### config.mk
export PLATFORM = sky130hd
export DESIGN_NAME = pop_timers
export DESIGN_NICKNAME = d
export VERILOG_FILES = /design/src/rtl/pop_timers.sv
export SDC_FILE = /design/constraint.sdc
export NUM_CORES = 1
export LEC_CHECK = 0
export BUFFER_PORTS_ARGS = -buffer_cell sky130_fd_sc_hd__buf_4
export CORE_UTILIZATION = 43
export CTS_BUF_LIST = sky130_fd_sc_hd__clkbuf_16
export DETAILED_ROUTE_END_ITERATION = 8
export PLACE_DENSITY = 0.61
export RECOVER_POWER = 50
export SETUP_SLACK_MARGIN = 0.3
export SLEW_MARGIN = 0
export SYNTH_ARGS = -nofsm -noshare
export SYNTH_HDL_FRONTEND = slang
export SYNTH_SLANG_ARGS = --single-unit
### constraint.sdc
create_clock -name clk_2M5 -period 5.1 [get_ports clk_2M5]
set_input_delay 1.02 -clock clk_2M5 [delete_from_list [all_inputs] [get_ports clk_2M5]]
set_output_delay 1.02 -clock clk_2M5 [all_outputs]
set_load 0.02 [all_outputs]
### src/rtl/pop_timers.sv
// rtl/pop_timers.sv - pump/MW/probe pulse sequencer with button-adjusted pi/2 and free-precession lengths; optional sample gate under macro POPTIMERS_SAMPLE_EN
`timescale 1ns/1ps

module pop_timers #(
    parameter int WIDTH     = 16,
    parameter int PUMP_LEN  = 1000,
    parameter int DEAD_LEN  = 25,
    parameter int PROBE_LEN = 250,
    parameter int PI2_DEF   = 50,
    parameter int PI2_MIN   = 1,
    parameter int PI2_MAX   = 1000,
    parameter int PI2_STEP  = 1,
    parameter int FREE_DEF  = 500,
    parameter int FREE_MIN  = 10,
    parameter int FREE_MAX  = 20000,
    parameter int FREE_STEP = 10
) (
    input  logic clk_2M5,
    input  logic reset,
    input  logic load_defaults,
    input  logic pieovertwo_plus,
    input  logic pieovertwo_minus,
    input  logic freeprecess_plus,
    input  logic freeprecess_minus,
    output logic pump,
    output logic probe,
    output logic MW,
    output logic sample
);

    localparam logic [WIDTH-1:0] L_ONE       = WIDTH'(1);
    localparam logic [WIDTH-1:0] L_PUMP      = WIDTH'(PUMP_LEN);
    localparam logic [WIDTH-1:0] L_DEAD      = WIDTH'(DEAD_LEN);
    localparam logic [WIDTH-1:0] L_PROBE     = WIDTH'(PROBE_LEN);
    localparam logic [WIDTH-1:0] L_PI2_DEF   = WIDTH'(PI2_DEF);
    localparam logic [WIDTH-1:0] L_PI2_MIN   = WIDTH'(PI2_MIN);
    localparam logic [WIDTH-1:0] L_PI2_MAX   = WIDTH'(PI2_MAX);
    localparam logic [WIDTH-1:0] L_PI2_STEP  = WIDTH'(PI2_STEP);
    localparam logic [WIDTH-1:0] L_PI2_HI    = WIDTH'(PI2_MAX - PI2_STEP);
    localparam logic [WIDTH-1:0] L_PI2_LO    = WIDTH'(PI2_MIN + PI2_STEP);
    localparam logic [WIDTH-1:0] L_FREE_DEF  = WIDTH'(FREE_DEF);
    localparam logic [WIDTH-1:0] L_FREE_MIN  = WIDTH'(FREE_MIN);
    localparam logic [WIDTH-1:0] L_FREE_MAX  = WIDTH'(FREE_MAX);
    localparam logic [WIDTH-1:0] L_FREE_STEP = WIDTH'(FREE_STEP);
    localparam logic [WIDTH-1:0] L_FREE_HI   = WIDTH'(FREE_MAX - FREE_STEP);
    localparam logic [WIDTH-1:0] L_FREE_LO   = WIDTH'(FREE_MIN + FREE_STEP);

    typedef enum logic [2:0] {
        S_PUMP  = 3'd0,
        S_DEAD1 = 3'd1,
        S_MW1   = 3'd2,
        S_FREE  = 3'd3,
        S_MW2   = 3'd4,
        S_DEAD2 = 3'd5,
        S_PROBE = 3'd6
    } state_t;

    state_t           r_state;
    state_t           w_state_nxt;
    logic [WIDTH-1:0] r_cnt;
    logic [WIDTH-1:0] w_cnt_nxt;
    logic [WIDTH-1:0] w_len;
    logic             w_last;
    logic             w_seq_end;

    logic [WIDTH-1:0] r_pi2;
    logic [WIDTH-1:0] r_free;
    logic [WIDTH-1:0] r_pi2_sh;
    logic [WIDTH-1:0] r_free_sh;
    logic [WIDTH-1:0] w_pi2_inc;
    logic [WIDTH-1:0] w_pi2_dec;
    logic [WIDTH-1:0] w_free_inc;
    logic [WIDTH-1:0] w_free_dec;

    // bit 0: pi/2 plus, 1: pi/2 minus, 2: free plus, 3: free minus
    logic [3:0]       r_btn_s;
    logic [3:0]       r_btn_d;
    logic [3:0]       w_rise;

    logic             r_pump;
    logic             r_mw;
    logic             r_probe;

    // Length of the current state; MW and FREE use the per-sequence shadows
    always_comb begin
        w_len = L_PUMP;
        case (r_state)
            S_PUMP:  w_len = L_PUMP;
            S_DEAD1: w_len = L_DEAD;
            S_MW1:   w_len = r_pi2_sh;
            S_FREE:  w_len = r_free_sh;
            S_MW2:   w_len = r_pi2_sh;
            S_DEAD2: w_len = L_DEAD;
            S_PROBE: w_len = L_PROBE;
            default: w_len = L_PUMP;
        endcase
    end

    assign w_last    = (r_cnt == w_len - L_ONE);
    assign w_seq_end = w_last && (r_state == S_PROBE);

    // Next-state and count: advance when the current state has run its full length
    always_comb begin
        w_state_nxt = r_state;
        w_cnt_nxt   = r_cnt + L_ONE;
        if (w_last) begin
            w_cnt_nxt = '0;
            case (r_state)
                S_PUMP:  w_state_nxt = S_DEAD1;
                S_DEAD1: w_state_nxt = S_MW1;
                S_MW1:   w_state_nxt = S_FREE;
                S_FREE:  w_state_nxt = S_MW2;
                S_MW2:   w_state_nxt = S_DEAD2;
                S_DEAD2: w_state_nxt = S_PROBE;
                S_PROBE: w_state_nxt = S_PUMP;
                default: w_state_nxt = S_PUMP;
            endcase
        end
    end

    // Sequencer state register; reset parks it at the very start of PUMP
    always_ff @(posedge clk_2M5 or posedge reset) begin
        if (reset) begin
            r_state <= S_PUMP;
            r_cnt   <= '0;
        end else begin
            r_state <= w_state_nxt;
            r_cnt   <= w_cnt_nxt;
        end
    end

    // Shadow the adjustable lengths as the sequencer wraps into PUMP
    always_ff @(posedge clk_2M5 or posedge reset) begin
        if (reset) begin
            r_pi2_sh  <= L_PI2_DEF;
            r_free_sh <= L_FREE_DEF;
        end else if (w_seq_end) begin
            r_pi2_sh  <= r_pi2;
            r_free_sh <= r_free;
        end
    end

    // Gate outputs registered from the state being played out this cycle
    always_ff @(posedge clk_2M5 or posedge reset) begin
        if (reset) begin
            r_pump  <= 1'b0;
            r_mw    <= 1'b0;
            r_probe <= 1'b0;
        end else begin
            r_pump  <= (r_state == S_PUMP);
            r_mw    <= (r_state == S_MW1) || (r_state == S_MW2);
            r_probe <= (r_state == S_PROBE);
        end
    end

    assign pump  = r_pump;
    assign MW    = r_mw;
    assign probe = r_probe;

`ifdef POPTIMERS_SAMPLE_EN
    localparam logic [WIDTH-1:0] L_SAMPLE_START = WIDTH'(PROBE_LEN - PROBE_LEN / 2);
    logic r_sample;

    // ADC gate covers the second half of PROBE and ends together with it
    always_ff @(posedge clk_2M5 or posedge reset) begin
        if (reset) begin
            r_sample <= 1'b0;
        end else begin
            r_sample <= (r_state == S_PROBE) && (r_cnt >= L_SAMPLE_START);
        end
    end

    assign sample = r_sample;
`else
    assign sample = 1'b0;
`endif

    // Button sampling and one-cycle history for rising-edge detection
    always_ff @(posedge clk_2M5 or posedge reset) begin
        if (reset) begin
            r_btn_s <= '0;
            r_btn_d <= '0;
        end else begin
            r_btn_s <= {freeprecess_minus, freeprecess_plus, pieovertwo_minus, pieovertwo_plus};
            r_btn_d <= r_btn_s;
        end
    end

    assign w_rise = r_btn_s & ~r_btn_d;

    assign w_pi2_inc  = (r_pi2 > L_PI2_HI)   ? L_PI2_MAX  : r_pi2 + L_PI2_STEP;
    assign w_pi2_dec  = (r_pi2 < L_PI2_LO)   ? L_PI2_MIN  : r_pi2 - L_PI2_STEP;
    assign w_free_inc = (r_free > L_FREE_HI) ? L_FREE_MAX : r_free + L_FREE_STEP;
    assign w_free_dec = (r_free < L_FREE_LO) ? L_FREE_MIN : r_free - L_FREE_STEP;

    // Saturating length adjust; load_defaults wins, opposing edges cancel
    always_ff @(posedge clk_2M5 or posedge reset) begin
        if (reset) begin
            r_pi2  <= L_PI2_DEF;
            r_free <= L_FREE_DEF;
        end else if (load_defaults) begin
            r_pi2  <= L_PI2_DEF;
            r_free <= L_FREE_DEF;
        end else begin
            if (w_rise[0] && !w_rise[1]) begin
                r_pi2 <= w_pi2_inc;
            end else if (w_rise[1] && !w_rise[0]) begin
                r_pi2 <= w_pi2_dec;
            end
            if (w_rise[2] && !w_rise[3]) begin
                r_free <= w_free_inc;
            end else if (w_rise[3] && !w_rise[2]) begin
                r_free <= w_free_dec;
            end
        end
    end

endmodule

==> results of run 1 <==
-- registers in the layout, summed over array words and instances (netlist names) --
signal	count
r_btn_d	4
r_pi2	16
MW	1
r_btn_s	4
r_free	15
r_cnt	16
pump	1
r_pi2_sh	16
r_free_sh	15
r_state	3
probe	1
-- path summary, 6_finish.rpt --
kind                       slack (ns)       start  depth (start not counted)           end
setup / recovery                 0.62  r_state[2]                         13  r_free_sh[1]
hold / removal                   0.37  r_btn_s[0]                          0    r_btn_d[0]
setup reg to reg                 0.62  r_state[2]                         13  r_free_sh[1]
hold reg to reg                  0.37  r_btn_s[0]                          0    r_btn_d[0]
max in group asynchronous        1.91       reset                          3   r_pi2_sh[9]
min in group asynchronous        1.36       reset                          2            MW
-- cell type report --
class | instances | share of cell area (%)
sequential | 92 | 37.1
inverter | 19 | 1.16
clock buffer | 9 | 3.59
clock inverter | 7 | 0.799
tap | 176 | 3.51
multi-input combinational | 505 | 52.1
timing repair buffer | 17 | 1.76
-- cell usage in the layout (no fill, tap or decap), types with 12 or more instances in the layout --
master,synthesis,final
a21oi_1,32,32
and3_1,16,16
dfrtp_1,74,74
dfstp_2,18,18
inv_1,19,18
mux2_1,30,30
nand2_1,53,53
nand3_1,23,23
nor2_1,64,64
nor2b_1,12,12
nor3_1,17,17
o21ai_0,57,57
xnor2_1,26,26
xor2_1,16,17
-- per-layer routing --
metal | wire length [µm] | share of wire [%]
met5 | 0 | 0
met3 | 667 | 4.7
met1 | 6670 | 47
met4 | 287 | 2.0
met2 | 6600 | 46
-- worst max-delay path: cells and delay by family (launching register included) --
kind	cells	cell delay, ns
compound gates	5	1.31
buf+inv	2	0.94
simple gates	3	0.71
flops	1	0.64
mux	2	0.47
fa+ha+maj	1	0.26
-- cell families (layout without fill, tap and decap cells) --
family / after synthesis / in the layout / share of synthesized area (%)
AND/OR/NAND/NOR: 237 / 237 / 20.3
AO/OA/AOI/OAI: 182 / 182 / 20.9
flip-flops: 92 / 92 / 39.8
buffers and inverters: 58 / 52 / 4.30
XOR/XNOR: 43 / 43 / 6.57
multiplexers: 33 / 33 / 6.33
adder cells (fa/ha/maj): 9 / 9 / 1.80
other: 1 / 1 / 0.0641
-- per-stage QoR --
stage          power [µW]  hold slack, ns
6_report             1720           0.375
5_1_grt              1810           0.386
4_1_cts              1740           0.376
3_5_place_dp         1100           0.361
3_3_place_gp         1090           0.352
2_1_floorplan        1030           0.347
-- power by group through the flow --
stage               registers (µW)  clock network [µW]  logic, µW
floorplan                      811                   0        221
global placement               866                   0        228
detailed placement             867                   0        234
CTS                            853                 654        236
global route                   863                 682        267
finish                         856                 629        236
==> impl_results.md, run 1 <==
- Outcome: finished with violations
- Failing checks: capacitance limit, slew limit
- HP Class: reg2reg
- Place WS: 0.856 ns
- Initial core utilization: 44.2%
- Htree depth: 3
- Relative slew slack: -66.0%
- Pwr Density: 275 nW/µm²
- I/O Buffers: 9
- Max Cap Viol: 1
- Combinational fraction of design power: 13.7%
- Crit path cell chain: clkbuf_1 -> nor2b_1 -> a32oi_1 -> ha_1 -> o21ai_0 -> a21oi_1 -> and3_1 -> mux2i_1 -> a2111oi_1 -> o211ai_2 -> nor4_4 -> buf_4 -> mux2_1
- Cell taking the most area after synthesis: dfrtp_1
- Area added between synthesis and finish: 7.17%
- Top-count cell post-synth: dfrtp_1
- Post-synth top cells: dfrtp_1 (74), nor2_1 (64), o21ai_0 (57)
- Critical path's largest stage delay: 0.64 ns
- Avg Cell Area, Syn: 8.93 µm²
- Max-slew violations: 54
- Synth Flop Type: dfrtp_1
- Seq pwr share: 49.7%
- Total CTS buffers: 9
- # fillers: 1,259
- Post-DP HPWL: 10.2 mm
- Final std cells w/o fill: 825
- Synth cell types: 75
- Async set-reset flop share out of synthesis: 100%
- Register area: 2320 µm²
- Switch share: 30.1%
- Synth warnings: 0
- Worst-path clk slew: 0.06 ns
- Clock power frac: 36.5%
- Vias in the first global route: 4,863
- WL final: 14.2 mm
- Post-Syn Area: 5850 µm²
- Final Cycle Share: 87.9%
- Core area: 13,200 µm²
- Worst-margin pin slew: 2.48 ns
- Synth top area share: 31.7%
- Element type at the critical path end: flop
- Final Setup Violations: 0
- Dpl cell area: 6020 µm²
- Sink Count: 92
- Via count: 4,966
- Multi-input gate area: 3260 µm²
- Iter 0 DRT Violations: 428
- Boundary Pins: 11
- Final Hold Viols: 0
- Grt met1 use: 29.6%
- First-pass GRT wire length: 24.2 mm
- Highest Clock Rate: 223 MHz
- Synth Net Count: 668
- Setup CP Type: reg2reg
- Gr ovfl total: 0
- GRT Util Overall: 21.4%
- Routed Antenna Nets: 0
- Most Crowded Layer GR: met2
- Worst clock skew: 0.00668 ns
- Critical-path top delay cell: dfrtp_1
- Final WS setup: 0.618 ns
- Per-cell routed wire length: 17.2 µm
- Leak Pwr: 0.00263 µW
- CP Launch Type: flop
- CTS Hold Bufs: 0
- Post-CTS Setup Bufs: 0
- Setup repair after global routing missed its margin: no
- # placed instances: 809
- Root Buffer: clkbuf_16
- GP Congestion: 0.892
- Rows: 42
- Crit path max fanout: 31
- Req. time, crit path: 5.33 ns
- Die H: 119 µm
- Met3 Use GR: 3.86%
- Data arrival, critical path: 4.71 ns
- Drt pass-1 iters: 4
- Seq cells post-synth: 92
- Final TNS setup: 0 ns
- Util after Layout: 47.3%
- Clock tree buffer depth: 2
- DRC viols: 0
- Max IR drop VDD: 0.000250 V
- Initial antenna violation count: 0
- CTS tree: done
- Worst skew pair latency: 0.35 ns
- Post-layout min period: 4.48 ns
- # diodes: 0
- Power Internal: 1200 µW
- Post-synth EDFFs: 0
- Post-CTS Resized: 0
- Sequential area share after synthesis: 39.8%
- Die area: 14,100 µm²
- DIE WIDTH: 119 µm
- Global Route met2 Usage: 33.1%
- Mapped Cells: 655
- Synth area leaders: dfrtp_1 (32%), dfstp_2 (8.1%), mux2_1 (5.8%)
- Psw: 518 µW
- Largest net degree at the start of global routing: 54
- Final instance area: 6270 µm²
- Vias/cell: 6.02
- Share of cells above drive strength 1: 8.94%
- Nets: 657
Note: power is estimated with default switching activity, not from simulation.
==> run 2, diff against run 1 <==
- CORE_UTILIZATION: 43 -> 50
- PLACE_DENSITY: 0.61 -> 0.69
==> run 2 against run 1 <==
  * The run still ends with capacitance limit, slew limit left
  * Clock power up 4.8%
  * Count of clock-buffer cells in the layout unchanged
  * Combinational power is essentially flat
  * Wire length down 0.37%
  * Register-to-register slack better by 0.03 ns
  * Clock skew hardly changed
  * Flip-flop and latch count did not move
  * First-iteration DRC count increased by 9.6%
  * Highest routed layer unchanged
==> impl_results.md, run 2 (synthesis gave the netlist of run 1 again) <==
- # placed instances: 775
- Final TNS setup: 0 ns
- Failing checks: capacitance limit, slew limit
- Clock power frac: 37.6%
- CP top delay family: compound AO/OA/AOI/OAI gates
- HP Class: reg2reg
- # fillers: 1,039
- Post-layout min period: 4.45 ns
- Setup CP Type: reg2reg
- Critical-path top delay cell: dfrtp_1
- Data arrival, critical path: 4.68 ns
- Max IR drop VDD: 0.000202 V
- Worst skew pair latency: 0.35 ns
- Final Cycle Share: 87.3%
- Per-cell routed wire length: 17.9 µm
- Area added between synthesis and finish: 6.81%
- Crit Reg-Reg Startpoint: r_state[2]
- Length of routed met3 wiring: 869 µm
- Final Power: 1750 µW
- Largest net degree at the start of global routing: 50
- Power Internal: 1250 µW
- Flop2flop setup slack: 0.65 ns
- GRT Util Overall: 25.0%
- CP Launch Type: flop
- Htree depth: 3
- Worst Setup EP: r_pi2_sh[15]
- Vias/cell: 6.32
- Combinational fraction of design power: 13.6%
- Clock tree buffer depth: 2
- Final Hold Viols: 0
- Buf/Inv on CP: 2
- Stages on worst setup path: 11
- Initial core utilization: 51.2%
- WL final: 14.2 mm
- Nets: 656
- DR WL met2: 6.63 mm
- CTS tree: done
- Final Setup Violations: 0
- Worst clock skew: 0.00693 ns
- Max Cap Viol: 1
- Post-CTS Setup Bufs: 0
- # diodes: 0
- Boundary Pins: 11
- First-pass GRT wire length: 23.2 mm
- Die area: 12,100 µm²
- Highest Clock Rate: 225 MHz
- Pwr Density: 281 nW/µm²
- Drt pass-1 iters: 5
- Crit path cell chain: buf_4 -> xor2_1 -> a22oi_1 -> a211oi_2 -> and3_1 -> nand2_1 -> o311ai_0 -> nor2_1 -> nor4_4 -> buf_4 -> mux2_2
- Seq pwr share: 48.9%
- Post-CTS Resized: 0
- Final std cells w/o fill: 791
- I/O Buffers: 9
- Switch share: 28.9%
- Outcome: finished with violations
- R2R depth: 11
- Iter 0 DRT Violations: 469
- Sink Count: 92
- Most used cell, CP: buf_4
- Share of cells above drive strength 1: 9.10%
- Most frequent cells in the layout: dfrtp_1 (74), nor2_1 (64), o21ai_0 (57)
- Rows: 39
- Routed Antenna Nets: 0
- Reg2reg end: r_pi2_sh[15]
- CTS Hold Bufs: 0
- DRC viols: 0
- Max-slew violations: 50
- Relative slew slack: -43.9%
- Psw: 507 µW
- Commonest non-fill, non-tap cell in the layout: dfrtp_1
- Via count: 4,997
- Gr ovfl total: 0
- Setup crit start: r_state[2]
- Root Buffer: clkbuf_16
- Leak Pwr: 0.00264 µW
- Core area: 11,400 µm²
- Critical path's largest stage delay: 0.78 ns
- Initial antenna violation count: 0
- M1 wire length: 6.40 mm
- Req. time, crit path: 5.33 ns
- Post-DP HPWL: 10.3 mm
- Worst-path clk slew: 0.06 ns
- Die H: 110 µm
- Setup repair after global routing missed its margin: no
- Worst-margin pin slew: 2.15 ns
- GP Congestion: 0.947
- Top layer in use: met4
- DIE WIDTH: 110 µm
- Biggest regs: r_cnt x16, r_pi2 x16, r_pi2_sh x16
- Vias in the first global route: 4,647
- Element type at the critical path end: flop
- Crit path max fanout: 31
- Total CTS buffers: 9
-- run 2: worst min path at each step --
stage	endpoint	from	cells past startpoint	slack, ns
global route	r_btn_d[0]	r_btn_s[0]	0	0.38
finish	r_btn_d[0]	r_btn_s[0]	0	0.38
CTS	r_btn_d[0]	r_btn_s[0]	0	0.37
global placement	r_btn_d[0]	r_btn_s[0]	0	0.36
floorplan	r_btn_d[0]	r_btn_s[0]	0	0.35
detailed placement	r_btn_d[0]	r_btn_s[0]	0	0.36
-- run 2: metrics by stage --
| stage | hold slack, ns | worst slack, ns | cell area (µm²) | util [%] |
|---|---|---|---|---|
| after CTS | 0.375 | 0.870 | 6270 | 54.9 |
| after global placement | 0.357 | 1.05 | 5970 | 52.3 |
| after detailed placement | 0.360 | 0.902 | 5970 | 52.3 |
| after global routing | 0.377 | 0.281 | 6240 | 54.7 |
| final | 0.377 | 0.648 | 6240 | 54.7 |
| after floorplan | 0.347 | 1.41 | 5850 | - |
-- run 2: area by class of cell --
cell class                      instances  area [µm²]  share of cell area [%]
Multi-Input combinational cell        505        3270                    52.4
Sequential cell                        92        2320                    37.2
Clock buffer                            9         225                    3.61
Tap cell                              143         179                    2.87
Timing Repair Buffer                   16         106                    1.70
Inverter                               19        72.6                    1.16
Clock inverter                          7        67.6                    1.08
-- run 2: power by group through the flow --
| stage | clock network [µW] | registers, µW | logic [µW] |
|---|---|---|---|
| finish | 659 | 857 | 238 |
| global route | 705 | 864 | 270 |
| CTS | 678 | 853 | 236 |
| detailed placement | 0 | 866 | 234 |
| floorplan | 0 | 811 | 221 |
| global placement | 0 | 865 | 227 |
-- run 2: layer usage --
layer  track usage, %  up-vias
met3             4.88       24
met2             40.0      196
met5                0        -
li1                 -     2363
met1             33.9     2414
met4             8.74        0
